===== config.mk =====
export PLATFORM = sky130hd
export DESIGN_NAME = pkt_buf_ram
export DESIGN_NICKNAME = d
export VERILOG_FILES = /design/src/rtl/pkt_buf_ram.sv
export SDC_FILE = /design/constraint.sdc
export NUM_CORES = 1
export LEC_CHECK = 0
export ABC_CLOCK_PERIOD_IN_PS = 2009
export BUFFER_PORTS_ARGS = -buffer_cell sky130_fd_sc_hd__buf_2
export CAP_MARGIN = 20
export CORE_MARGIN = 2
export CORE_UTILIZATION = 45
export DETAILED_ROUTE_END_ITERATION = 10
export HOLD_SLACK_MARGIN = 0.1
export PLACE_DENSITY_LB_ADDON = 0.25
export SYNTH_ARGS = -nofsm -noshare
export SYNTH_HDL_FRONTEND = slang
export SYNTH_SLANG_ARGS = --single-unit
export TNS_END_PERCENT = 50

===== constraint.sdc =====
create_clock -name clk_in -period 2.01 [get_ports clk_in]
set_input_delay 0.402 -clock clk_in [delete_from_list [all_inputs] [get_ports clk_in]]
set_output_delay 0.402 -clock clk_in [all_outputs]
set_load 0.05 [all_outputs]

===== src/rtl/pkt_buf_ram.sv =====
// Single-clock packet buffer: fills one package of PKT_LEN words sequentially,
// then serves bounds-checked random-access reads with a one-cycle latency.
module pkt_buf_ram #(
    parameter int DATA_W  = 8,
    parameter int ADDR_W  = 5,
    parameter int PKT_LEN = 32
) (
    input  logic              clk_in,
    input  logic              rst,
    input  logic [DATA_W-1:0] data_in,
    input  logic              wr_en,
    input  logic              rd_en,
    input  logic [ADDR_W-1:0] rd_addr,
    input  logic              pkt_release,
    output logic [DATA_W-1:0] data_out,
    output logic              data_valid,
    output logic              rd_err,
    output logic              package_full,
    output logic [ADDR_W:0]   wr_count,
    output logic              overflow
);

    localparam int DEPTH = 2 ** ADDR_W;

    if (PKT_LEN < 1 || PKT_LEN > DEPTH) begin : g_bad_pkt_len
        $error("pkt_buf_ram: PKT_LEN must be in 1..2**ADDR_W");
    end

    localparam logic [ADDR_W:0] LAST_CNT = (ADDR_W + 1)'(PKT_LEN - 1);

    localparam logic [0:0] ST_FILL = 1'b0;
    localparam logic [0:0] ST_FULL = 1'b1;

    // Handshake: wr_en, rd_en and pkt_release are single-cycle requests with no
    // ready/back-pressure; only a clean 1 counts, X/Z are treated as idle.
    logic wr_req;
    logic rd_req;
    logic rel_req;
    assign wr_req  = (wr_en === 1'b1);
    assign rd_req  = (rd_en === 1'b1);
    assign rel_req = (pkt_release === 1'b1);

    logic [0:0]        state;
    logic [ADDR_W-1:0] wr_ptr;
    logic [DATA_W-1:0] mem [DEPTH];

    logic do_write;
    logic last_write;
    logic rd_legal;

    // Release always wins over a same-cycle write.
    assign do_write   = wr_req && !rel_req && (state == ST_FILL);
    assign last_write = do_write && (wr_count == LAST_CNT);
    // Legality uses the count before this edge, so the word being written now
    // is not yet readable.
    assign rd_legal   = rd_req && ({1'b0, rd_addr} < wr_count);

    // The package_full output is the FSM state itself.
    assign package_full = (state == ST_FULL);

    always_ff @(posedge clk_in or negedge rst) begin
        if (!rst) begin
            state    <= ST_FILL;
            wr_ptr   <= '0;
            wr_count <= '0;
            overflow <= 1'b0;
        end else if (rel_req) begin
            state    <= ST_FILL;
            wr_ptr   <= '0;
            wr_count <= '0;
            overflow <= 1'b0;
        end else if (do_write) begin
            wr_count <= wr_count + (ADDR_W + 1)'(1);
            if (last_write) begin
                state <= ST_FULL;
            end else begin
                wr_ptr <= wr_ptr + ADDR_W'(1);
            end
        end else if (wr_req && state == ST_FULL) begin
            overflow <= 1'b1;
        end
    end

    always_ff @(posedge clk_in) begin
        if (do_write) begin
            mem[wr_ptr] <= data_in;
        end
    end

    always_ff @(posedge clk_in or negedge rst) begin
        if (!rst) begin
            data_out   <= '0;
            data_valid <= 1'b0;
            rd_err     <= 1'b0;
        end else begin
            data_valid <= rd_legal;
            rd_err     <= rd_req && !rd_legal;
            if (rd_legal) begin
                data_out <= mem[rd_addr];
            end
        end
    end

endmodule


Yosys cells after proc, flatten, opt, wreduce, memory -nomap -nowiden
Memory sizes are Yosys's and may differ from the RTL's. A register that Yosys moved wholly into a read port is not among the register bits.
Cells that the tools add are included.

storage, ports and cells
  flip-flop bits (word level) = 15
  RAM bits = 256
  input bits = 18
  output and inout port bits = 18
  logic and storage cells = 45
  memories = 1

memories
  name  words  bits a word  rd ports  clocked after Yosys merged registers in  wr ports  RTL line  source
  mem   32     8            1         1                                        1         45        logic [DATA_W-1:0] mem [DEPTH];

operators by class
  $add $sub $neg = 2
  magnitude comparators = 1
  equal/unequal tests = 6
  multiplexer cells = 13
  bitwise logic cells = 1
  reductions and logical operators = 15

operator list
  operator             count
  $mux 5               3
  $mux 6               2
  $mux 1               8
  $add 6x1->6 const B  1
  $eq 6x5->1 const B   1
  $logic_and 1x1->1    6
  $lt 5x6->1           1
  $reduce_and 2->1     3
  $reduce_bool 2->1    3
  $add 5x1->5 const B  1
  $ne 2x2->1 const B   2
  $eqx 1x1->1 const B  3
  $logic_not 1->1      3
  $not 1->1            1

Longest topological paths before layout
Gate-level depths: netlist of the first run.

  depth in word-level cells = 8
  mapped depth = 9
  gate-level depth less buffers = 7

Worst setup path before layout of the first run
Ideal clock, no wire load.

  kind = register to register
  start = register wr_count[2]
  end = register data_out[5], read port of mem
  setup time = 0.126 ns
  arrival time = 2.247 ns
  required time = 1.884 ns
  slack = -0.363 ns
  cell stages (with the launch flop) = 9
  path buffers = 2
  clock period less this slack = 2.373 ns
  path through = dfrtp_1 -> inv_1 -> ha_1 -> a21oi_1 -> o21ai_0 -> a311o_1 -> buf_2 -> buf_2 -> a221o_1

on the way
  longest elaborated chain between the ends = 2

RTL lines
  element                 RTL line  source
  from (decl)             19        output logic [ADDR_W:0] wr_count,
  from (signal assigned)  73        wr_count <= wr_count + (ADDR_W + 1)'(1);
  $lt 5x6->1              56        assign rd_legal = rd_req && ({1'b0, rd_addr} < wr_count);
  $logic_and 1x1->1       56
  to (decl)               15        output logic [DATA_W-1:0] data_out,

No other way between the ends.
A chain may end at the register's enable or synchronous reset.

Worst setup path after layout of the first run
Same ends and word-level chain as after synthesis.

==> qor.txt, run 1 <==
Outcome -> finished, violations left
Failing checks -> setup timing
Final Hold Vio Count -> 0
Ant. Diodes -> 0
Vias per inst -> 5.67
Slowest stage delay, CP -> 0.47 ns
Clock skew -> 0.0121 ns
Clock share of power -> 42.2%
Slowest cell on crit path -> a311o_2
Leading cell type in the layout, fill and taps excluded -> edfxtp_1
Synthesized instance count -> 587
Synth Area in Compound Gates -> 4.67%
HPWL after DPL -> 17100 µm
Die X -> 161 µm
Seq pwr share -> 50.5%
Syn avg cell area -> 19.0 µm²
Final GP Congestion -> 0.888
CP Data Required Time -> 2.44 ns
Internal Power -> 9950 µW
Placed insts -> 1013
Area share of fa/ha/maj cells after synthesis -> 1.01%
Die H -> 161 µm
CTS buffer count -> 29
Via count -> 6075
Fin crit period -> 2.02 ns
Post-synth EDFFs -> 256
Largest family of logic cells by synthesized area -> multiplexers
Maximum clock path buffer count -> 3
DRT iter0 DRCs -> 599
Site row count -> 57
Ratio of cells with drive above 1 in the final layout -> 32.5%
Synth-to-layout area growth -> 20.1%
Wire length per cell -> 24.3 µm
Slew at the pin with the worst max-slew slack -> 0.661 ns
Antenna violations before repair -> 0
Vias in the first global route -> 6311
Ys flop type -> edfxtp_1
Htree depth -> 1
Syn Nets -> 614
Full die area -> 0.0260 mm²
Post-route insts no fill -> 1071
#FFs+latches synth -> 279
Max-Cap Viols -> 0
Leakage Power -> 0.00470 µW
Clk slew on worst S/H paths -> 0.06 ns
CP max FO -> 5
Critical Path AT -> 2.45 ns
Unrepaired setup endpoints after global routing -> yes
Initial Utilization -> 45.8%
Slew HR -> 56.0%
Mux cell area share after synthesis -> 13.1%
Pwr/cell area -> 957 mW/mm²
Overall routing resource usage -> 20.4%
Port buffer count -> 35
Max-slew violation count -> 0
Post-route ant nets -> 0
Psw -> 2860 µW
Hold WC Path Type -> in -> reg
Asr flop ratio synth -> 8.24%
Worst VDD drop -> 656 µV
Core area -> 0.0243 mm²
Final nets -> 751
Final Setup Violations -> 5
Finished Core Util -> 55.0%
Clk_lat worst skew -> 0.55 ns
GR Overflow Total -> 0
Sequential share of the synthesized area -> 74.1%
Post-route setup slack -> -0.00597 ns
Remaining DRCs -> 0
XOR/XNOR Fraction of Synth Area -> 0.629%
Ports -> 36
Router iterations before antenna repair -> 6
Post-synth cell types -> 47
Fin Setup TNS -> -0.0114 ns
Root Driver -> clkbuf_16
Worst setup SP type -> flop
Aggregate routed wire length -> 26100 µm
Mapped Area -> 0.0111 mm²
FMAX -> 496 MHz
First-pass GRT wire length -> 39200 µm
Syn. warnings -> 0
CTS tree -> built
Tcrit/Tclk final -> 100%
Net Sw Frac -> 22.3%
Comb pwr share -> 7.3%
Critical Path, Cell by Cell -> inv_2 > ha_4 > a21oi_4 > o21ai_4 > a311o_2 > buf_6 > a221o_1
Clock Sinks -> 279
Most frequent cells in the layout -> 256 x edfxtp_1, 93 x buf_4, 48 x nor2_1
Worst setup EP type -> flop
Synth Area in Simple Gates -> 4.37%
Maximum number of pins on one net before global-route repair -> 33
WS Path Type -> reg -> reg
-- through the flow --
| stage | hold slack [ns] | worst slack [ns] | cell area, µm² | total power (µW) |
|---|---|---|---|---|
| after floorplan | 0.106 | -0.0182 | 11200 | 7090 |
| after global placement | 0.434 | -0.458 | 12300 | 7470 |
| after detailed placement | 0.445 | -0.484 | 12300 | 7490 |
| after CTS | 0.130 | 0.0112 | 13300 | 12900 |
| after global routing | 0.171 | -0.0721 | 13400 | 13200 |
| final | 0.156 | -0.00597 | 13400 | 12800 |
-- layer usage --
metal	track usage, %	up-vias	wire (µm)
met1	27.0	3124	10400
li1	-	2665	-
met2	35.0	248	13300
met3	3.72	38	1780
met4	5.88	0	579
met5	0	-	0
-- what timing repair did --
item                                    4_1_cts  5_1_grt
endpoints found under the hold margin        23        0
gates resized for setup                       4        5
gates cloned                                  1        0
hold buffers                                  1        0
endpoints found under the setup margin        7        6
buffers inserted                              0        2
pin swaps                                     2        5
-- sequential cells by signal, indices dropped and copies added, names as in the netlist --
register	count
wr_ptr	5
rd_err	1
mem	256
data_out	8
package_full	1
wr_count	6
data_valid	1
overflow	1
-- path summary, 6_finish.rpt --
check	startpoint	to	slack, ns	cells after the start
max	wr_count[2]	data_out[5]	-0.006	7
min	rd_en	rd_err	0.16	3
max reg2reg	wr_count[2]	data_out[5]	-0.006	7
min reg2reg	overflow	overflow	0.51	2
max in group asynchronous	rst	wr_count[1]	1.15	2
min in group asynchronous	rst	overflow	0.41	2
-- kinds of logic (layout without fill, tap and decap cells) --
family,Yosys count,count (layout)
AND/OR/NAND/NOR,103,103
multiplexers,77,77
XOR/XNOR,8,8
adder cells (fa/ha/maj),9,9
flip-flops,279,279
buffers and inverters,39,198
AO/OA/AOI/OAI,72,73
-- critical path: cells and delay by family (launching register included) --
kind / cells / cell delay (ns)
buf+inv: 2 / 0.25
compound gates: 4 / 1.04
fa+ha+maj: 1 / 0.21
flops: 1 / 0.41
-- cell usage after synthesis, types with 2 or more instances --
library cell	n	area, µm²
buf_1	3	11.3
a221o_1	6	60.1
buf_8	3	45.0
o21ai_0	6	30.0
nand4_1	4	25.0
clkbuf_1	13	48.8
mux4_1	9	236
o21ai_1	2	10.0
xnor2_1	5	43.8
or3b_2	2	17.5
mux2i_1	24	240
a22o_1	3	26.3
buf_12	2	40.0
buf_6	2	22.5
nand2_1	18	67.6
edfxtp_1	256	7690
a22oi_1	14	105
buf_2	4	20.0
and2_1	2	12.5
a21oi_1	16	80.1
nand2b_1	7	43.8
o22a_1	2	17.5
nor2_1	49	184
dfrtp_1	23	576
nand3b_1	3	22.5
nor2b_1	7	43.8
o221ai_1	2	17.5
nor3_1	4	20.0
o31ai_1	4	30.0
inv_1	11	41.3
mux4_2	43	968
a221oi_1	11	96.3
xor2_1	3	26.3
a21boi_0	2	15.0
ha_1	9	113
or3_1	2	12.5
-- power groups by stage --
stage | sequential [µW] | combinational [µW] | clock [µW]
2_1_floorplan | 6700 | 382 | 0
3_3_place_gp | 6580 | 889 | 0
3_5_place_dp | 6580 | 912 | 0
4_1_cts | 6460 | 927 | 5510
5_1_grt | 6460 | 990 | 5740
6_report | 6460 | 934 | 5410
-- final cells by class --
cell class,count,area [µm²]
flip-flops and latches,279,8270
repair buffers,133,970
clock inverters,22,229
inverters,11,41.3
clock buffers,32,747
well taps,324,405
fillers,1838,10900
multi-input cells,270,2720
No activity file was read; power rests on OpenSTA's default activity.
==> run 2: changes to the inputs <==
- SETUP_SLACK_MARGIN: default -> 0.1
==> qor.txt, run 2 (synthesis gave the netlist of run 1 again) <==
Pwr Total -> 13100 µW
Filler instances -> 1845
Slowest stage delay, CP -> 0.41 ns
DRT iter0 DRCs -> 707
Critical Path AT -> 2.38 ns
Hold depth -> 3
Root Driver -> clkbuf_16
Final GP Congestion -> 0.878
Leading cell type in the layout, fill and taps excluded -> edfxtp_1
Largest register FFs -> 256
Leakage Power -> 0.00471 µW
Worst setup SP type -> flop
Final Hold Vio Count -> 0
Fin crit period -> 1.97 ns
Post-route insts no fill -> 1062
Worst reg2reg path depth -> 7
Final Setup Violations -> 0
Router iterations before antenna repair -> 5
Worst setup EP type -> flop
Htree depth -> 1
Site row count -> 57
Largest Register -> mem
R2r startpoint -> wr_count[2]
Max-slew violation count -> 0
Clk_lat worst skew -> 0.54 ns
Clk slew on worst S/H paths -> 0.06 ns
CP Data Required Time -> 2.42 ns
GR Overflow Total -> 0
CTS tree -> built
Full die area -> 0.0260 mm²
WP buf/inv -> 2
Placed insts -> 1009
Slowest cell on crit path -> dfrtp_2
Wire length per cell -> 25.2 µm
Synth-to-layout area growth -> 20.5%
Vias per inst -> 5.76
CP max FO -> 6
Ant. Diodes -> 0
Maximum clock path buffer count -> 3
Slew at the pin with the worst max-slew slack -> 0.708 ns
Remaining DRCs -> 0
Clock skew -> 0.00817 ns
Regs by FF count -> mem (256), data_out (8), wr_count (6)
Reg2Reg Setup Slack -> 0.04 ns
Hold WC Path Type -> in -> reg
Outcome -> finished clean
Fin Setup TNS -> 0 ns
First-pass GRT wire length -> 40500 µm
HP Start -> rd_en
Most frequent cells in the layout -> 256 x edfxtp_1, 86 x buf_4, 45 x nor2_1
Worst VDD drop -> 503 µV
Fin area -> 0.0134 mm²
Placement Cell Area -> 0.0123 mm²
Critical Path, Cell by Cell -> inv_2 > ha_4 > a21oi_4 > o21ai_4 > a311o_2 > buf_6 > a221o_1
Port buffer count -> 35
Via count -> 6114
Max-Cap Viols -> 0
Vias in the first global route -> 6332
Aggregate routed wire length -> 26700 µm
Pwr/cell area -> 978 mW/mm²
Unrepaired setup endpoints after global routing -> yes
WS Path Type -> reg -> reg
Ports -> 36
HPWL after DPL -> 17100 µm
Die H -> 161 µm
Maximum number of pins on one net before global-route repair -> 33
Die X -> 161 µm
CP top delay family -> compound AO/OA/AOI/OAI gates
Core area -> 0.0243 mm²
Slew HR -> 52.8%
FMAX -> 507 MHz
Ratio of cells with drive above 1 in the final layout -> 32.0%
Tcrit/Tclk final -> 98.1%
Area of the multi-input gates -> 0.00273 mm²
Antenna violations before repair -> 0
CTS buffer count -> 28
Final nets -> 745
Overall routing resource usage -> 21.2%
Initial Utilization -> 45.8%
Post-route ant nets -> 0
Hold WS -> 0.170 ns
Crit. path cell count -> 7
Register area -> 0.00827 mm²
Clock Sinks -> 279
FF-to-FF End -> data_out[3]
Hold EP -> rd_err
==> run 2: changes by cell type in the layout (fill, tap and decap cells not counted), sizes merged <==
cell,change
buf,-5
clkinvlp,-2
inv,-2
clkinv,-5
bufinv,+4
clkbuf,+1
==> run 2: power breakdown <==
group          switching (µW)  leakage (µW)  internal [µW]
clock network            2080      0.000505           3670
registers                44.2       0.00260           6400
logic                     602       0.00161            332
total                    2730       0.00471          10400
==> run 2: timing repair <==
item                                    in CTS  in global routing
gates cloned                                 1                  0
gates resized for setup                      7                  5
pin swaps                                    6                  0
hold buffers                                 1                  0
buffers inserted                             1                  0
hold endpoints to repair                    23                  0
endpoints found under the setup margin       8                 10
==> run 2: worst max-delay path by stage <==
stage                      from     endpoint  slack (ns)
global placement     rd_addr[0]  data_out[3]       -0.49
finish              wr_count[2]  data_out[3]        0.04
detailed placement   rd_addr[0]  data_out[3]       -0.48
floorplan           wr_count[2]  data_out[5]       -0.02
global route        wr_count[2]  data_out[3]       0.005
CTS                 wr_count[2]  data_out[3]        0.04
==> run 2: layer usage <==
layer	routed length (µm)	up-vias	GRT usage, %
met1	11100	3196	29.6
li1	-	2646	-
met3	1560	41	2.77
met5	0	-	0
met4	597	0	6.37
met2	13400	231	35.3
==> run 2: through the flow <==
stage	setup WS [ns]	utilization, %
after floorplan	-0.0182	-
after global placement	-0.491	50.7
after detailed placement	-0.485	50.7
after CTS	0.0362	55.1
after global routing	0.00451	55.2
final	0.0388	55.2
==> run 2: cell type report <==
type | instances | area share [%]
Multi-Input combinational cell | 270 | 20.3
Sequential cell | 279 | 61.6
Timing Repair Buffer | 128 | 7.12
Inverter | 11 | 0.307
Tap cell | 324 | 3.02
Clock buffer | 33 | 5.59
Clock inverter | 17 | 2.08
==> run 2: worst reg2reg max path: stages, from the launching register on <==
cell     delay [ns]
dfrtp_2        0.41
inv_2          0.07
ha_4           0.21
a21oi_4        0.16
o21ai_4        0.10
a311o_2        0.41
buf_6          0.17
a221o_1        0.32
==> run 3: changes to the inputs <==
- ABC_AREA: default -> 1
- ABC_CLOCK_PERIOD_IN_PS: 2009 -> 2490
- clock period: 2.01 -> 2.49 ns (I/O delays scaled with it)
==> qor.txt, run 3 <==
Sequential share of the synthesized area -> 68.6%
Core area -> 0.0262 mm²
Largest Register -> mem
Syn avg cell area -> 10.5 µm²
Site row count -> 59
Clk slew on worst S/H paths -> 0.06 ns
Critical Path AT -> 2.15 ns
Ys flop type -> edfxtp_1
Reg2Reg Setup Slack -> 0.59 ns
Hold WS -> 0.199 ns
Syn Nets -> 1174
Fin crit period -> 1.90 ns
Post-route ant nets -> 0
Ant. Diodes -> 0
Final Setup Violations -> 0
Syn. warnings -> 0
Aggregate routed wire length -> 27900 µm
GR Overflow Total -> 0
Largest register FFs -> 256
Final nets -> 1233
Top-count cell post-synth -> nand2_1
Router iterations before antenna repair -> 5
Post-synth EDFFs -> 256
Via count -> 7916
Port buffer count -> 35
CTS tree -> built
CP max FO -> 10
Root Driver -> clkbuf_16
Synth-to-layout area growth -> 13.3%
Fin Setup TNS -> 0 ns
First-pass GRT wire length -> 43300 µm
Main area contributors after synthesis -> edfxtp_1 64%, nand2_1 14%, nand3_1 7.1%
Most frequent cells after synthesis -> 440 x nand2_1, 256 x edfxtp_1, 170 x nand3_1
Synth top area share -> 63.8%
CTS buffer count -> 28
Die H -> 168 µm
Critical Path, Cell by Cell -> inv_1 > nand3_4 > inv_2 > nand2_1 > nor2_1 > buf_4
Worst VDD drop -> 373 µV
Leading area contributor after synthesis -> edfxtp_1
Unrepaired setup endpoints after global routing -> no
Post-CTS Setup Bufs -> 0
Mapped Area -> 0.0120 mm²
Clock Sinks -> 279
Full die area -> 0.0281 mm²
Antenna violations before repair -> 0
Slowest cell on crit path -> dfrtp_1
Vias in the first global route -> 7730
HPWL after DPL -> 17000 µm
Slowest stage delay, CP -> 0.40 ns
Tcrit/Tclk final -> 76.4%
Worst setup SP type -> flop
Ratio of cells with drive above 1 in the final layout -> 10.9%
Clock skew -> 0.0231 ns
Max-Cap Viols -> 0
Finished Core Util -> 52.1%
Die X -> 168 µm
Leading cell type in the layout, fill and taps excluded -> nand2_1
Maximum clock path buffer count -> 3
#FFs+latches synth -> 279
CP Data Required Time -> 2.74 ns
Slew HR -> 48.5%
Initial Utilization -> 46.0%
Most frequent cells in the layout -> 440 x nand2_1, 256 x edfxtp_1, 170 x nand3_1
Hold WC Path Type -> in -> reg
FMAX -> 526 MHz
Post-synth cell types -> 30
Maximum number of pins on one net before global-route repair -> 72
DRT iter0 DRCs -> 554
Worst setup EP type -> flop
Htree depth -> 1
Pwr/cell area -> 743 mW/mm²
Regs by FF count -> mem (256), data_out (8), wr_count (6)
Final Hold Vio Count -> 0
Wire length per cell -> 17.8 µm
Outcome -> finished clean
Remaining DRCs -> 0
Synthesized instance count -> 1147
Max-slew violation count -> 0
Clk_lat worst skew -> 0.55 ns
WP buf/inv -> 3
Vias per inst -> 5.07
Final GP Congestion -> 0.883
Overall routing resource usage -> 20.1%
Asr flop ratio synth -> 8.24%
CP top delay family -> simple AND/OR/NAND/NOR gates
Filler instances -> 2238
Slew at the pin with the worst max-slew slack -> 0.772 ns
Leakage Power -> 0.00564 µW
WS Path Type -> reg -> reg
Ports -> 36
-- run 3: per-stage QoR --
stage | worst slack, ns | instances | area, µm² | total power (µW)
2_1_floorplan | 0.521 | 1147 | 12000 | 5810
3_3_place_gp | 0.400 | 1510 | 12700 | 6110
3_5_place_dp | 0.358 | 1510 | 12700 | 6120
4_1_cts | 0.609 | 1562 | 13700 | 10200
5_1_grt | 0.431 | 1562 | 13700 | 10500
6_report | 0.589 | 1562 | 13700 | 10100
-- run 3: routing by layer --
metal | wire [µm] | global-route usage [%] | vias to the layer above
met5 | 0 | 0 | -
met4 | 779 | 6.58 | 0
met3 | 1550 | 3.43 | 57
met2 | 12800 | 32.1 | 221
met1 | 12800 | 28.3 | 3730
li1 | - | - | 3908
-- run 3: kinds of logic after synthesis --
logic type | Yosys count | synth area share, %
simple gates | 667 | 22.9
flops | 279 | 68.6
buf+inv | 163 | 6.09
compound gates | 27 | 1.32
fa+ha+maj | 9 | 0.935
xor+xnor | 2 | 0.145
-- run 3: report_power, final --
part	switching (µW)	leakage (µW)	internal, µW	total [µW]
sequential	52.7	0.00261	5180	5230
clock	1750	0.000432	2370	4120
combinational	598	0.00261	198	796
total	2400	0.00564	7740	10100
-- run 3: layout make-up --
class                      count  area (µm²)  area share [%]
sequential                   279        8260            60.5
multi-input combinational    705        3050            22.3
clock buffer                  35         758            5.55
timing repair buffer          83         603            4.42
tap                          335         419            3.07
inverter                     109         412            3.02
clock inverter                16         148            1.08
-- run 3: what timing repair did --
item,4_1_cts,5_1_grt
resized for setup,0,0
endpoints found under the setup margin,0,0
hold endpoints to repair,23,0
hold buffers,1,0
-- run 3: worst reg2reg max path, stage by stage (launching register included) --
cell	delay, ns
dfrtp_1	0.40
inv_1	0.11
nand3_4	0.10
inv_2	0.15
nand2_1	0.38
nor2_1	0.28
buf_4	0.20
-- run 3: path summary, 6_finish.rpt --
check	endpoint	cells after the start	startpoint
hold reg to reg	overflow	2	overflow
setup reg to reg	mem[5][0]	6	package_full
max in group asynchronous	data_out[2]	2	rst
min in group asynchronous	rd_err	2	rst
hold / removal	overflow	2	pkt_release
setup / recovery	mem[5][0]	6	package_full
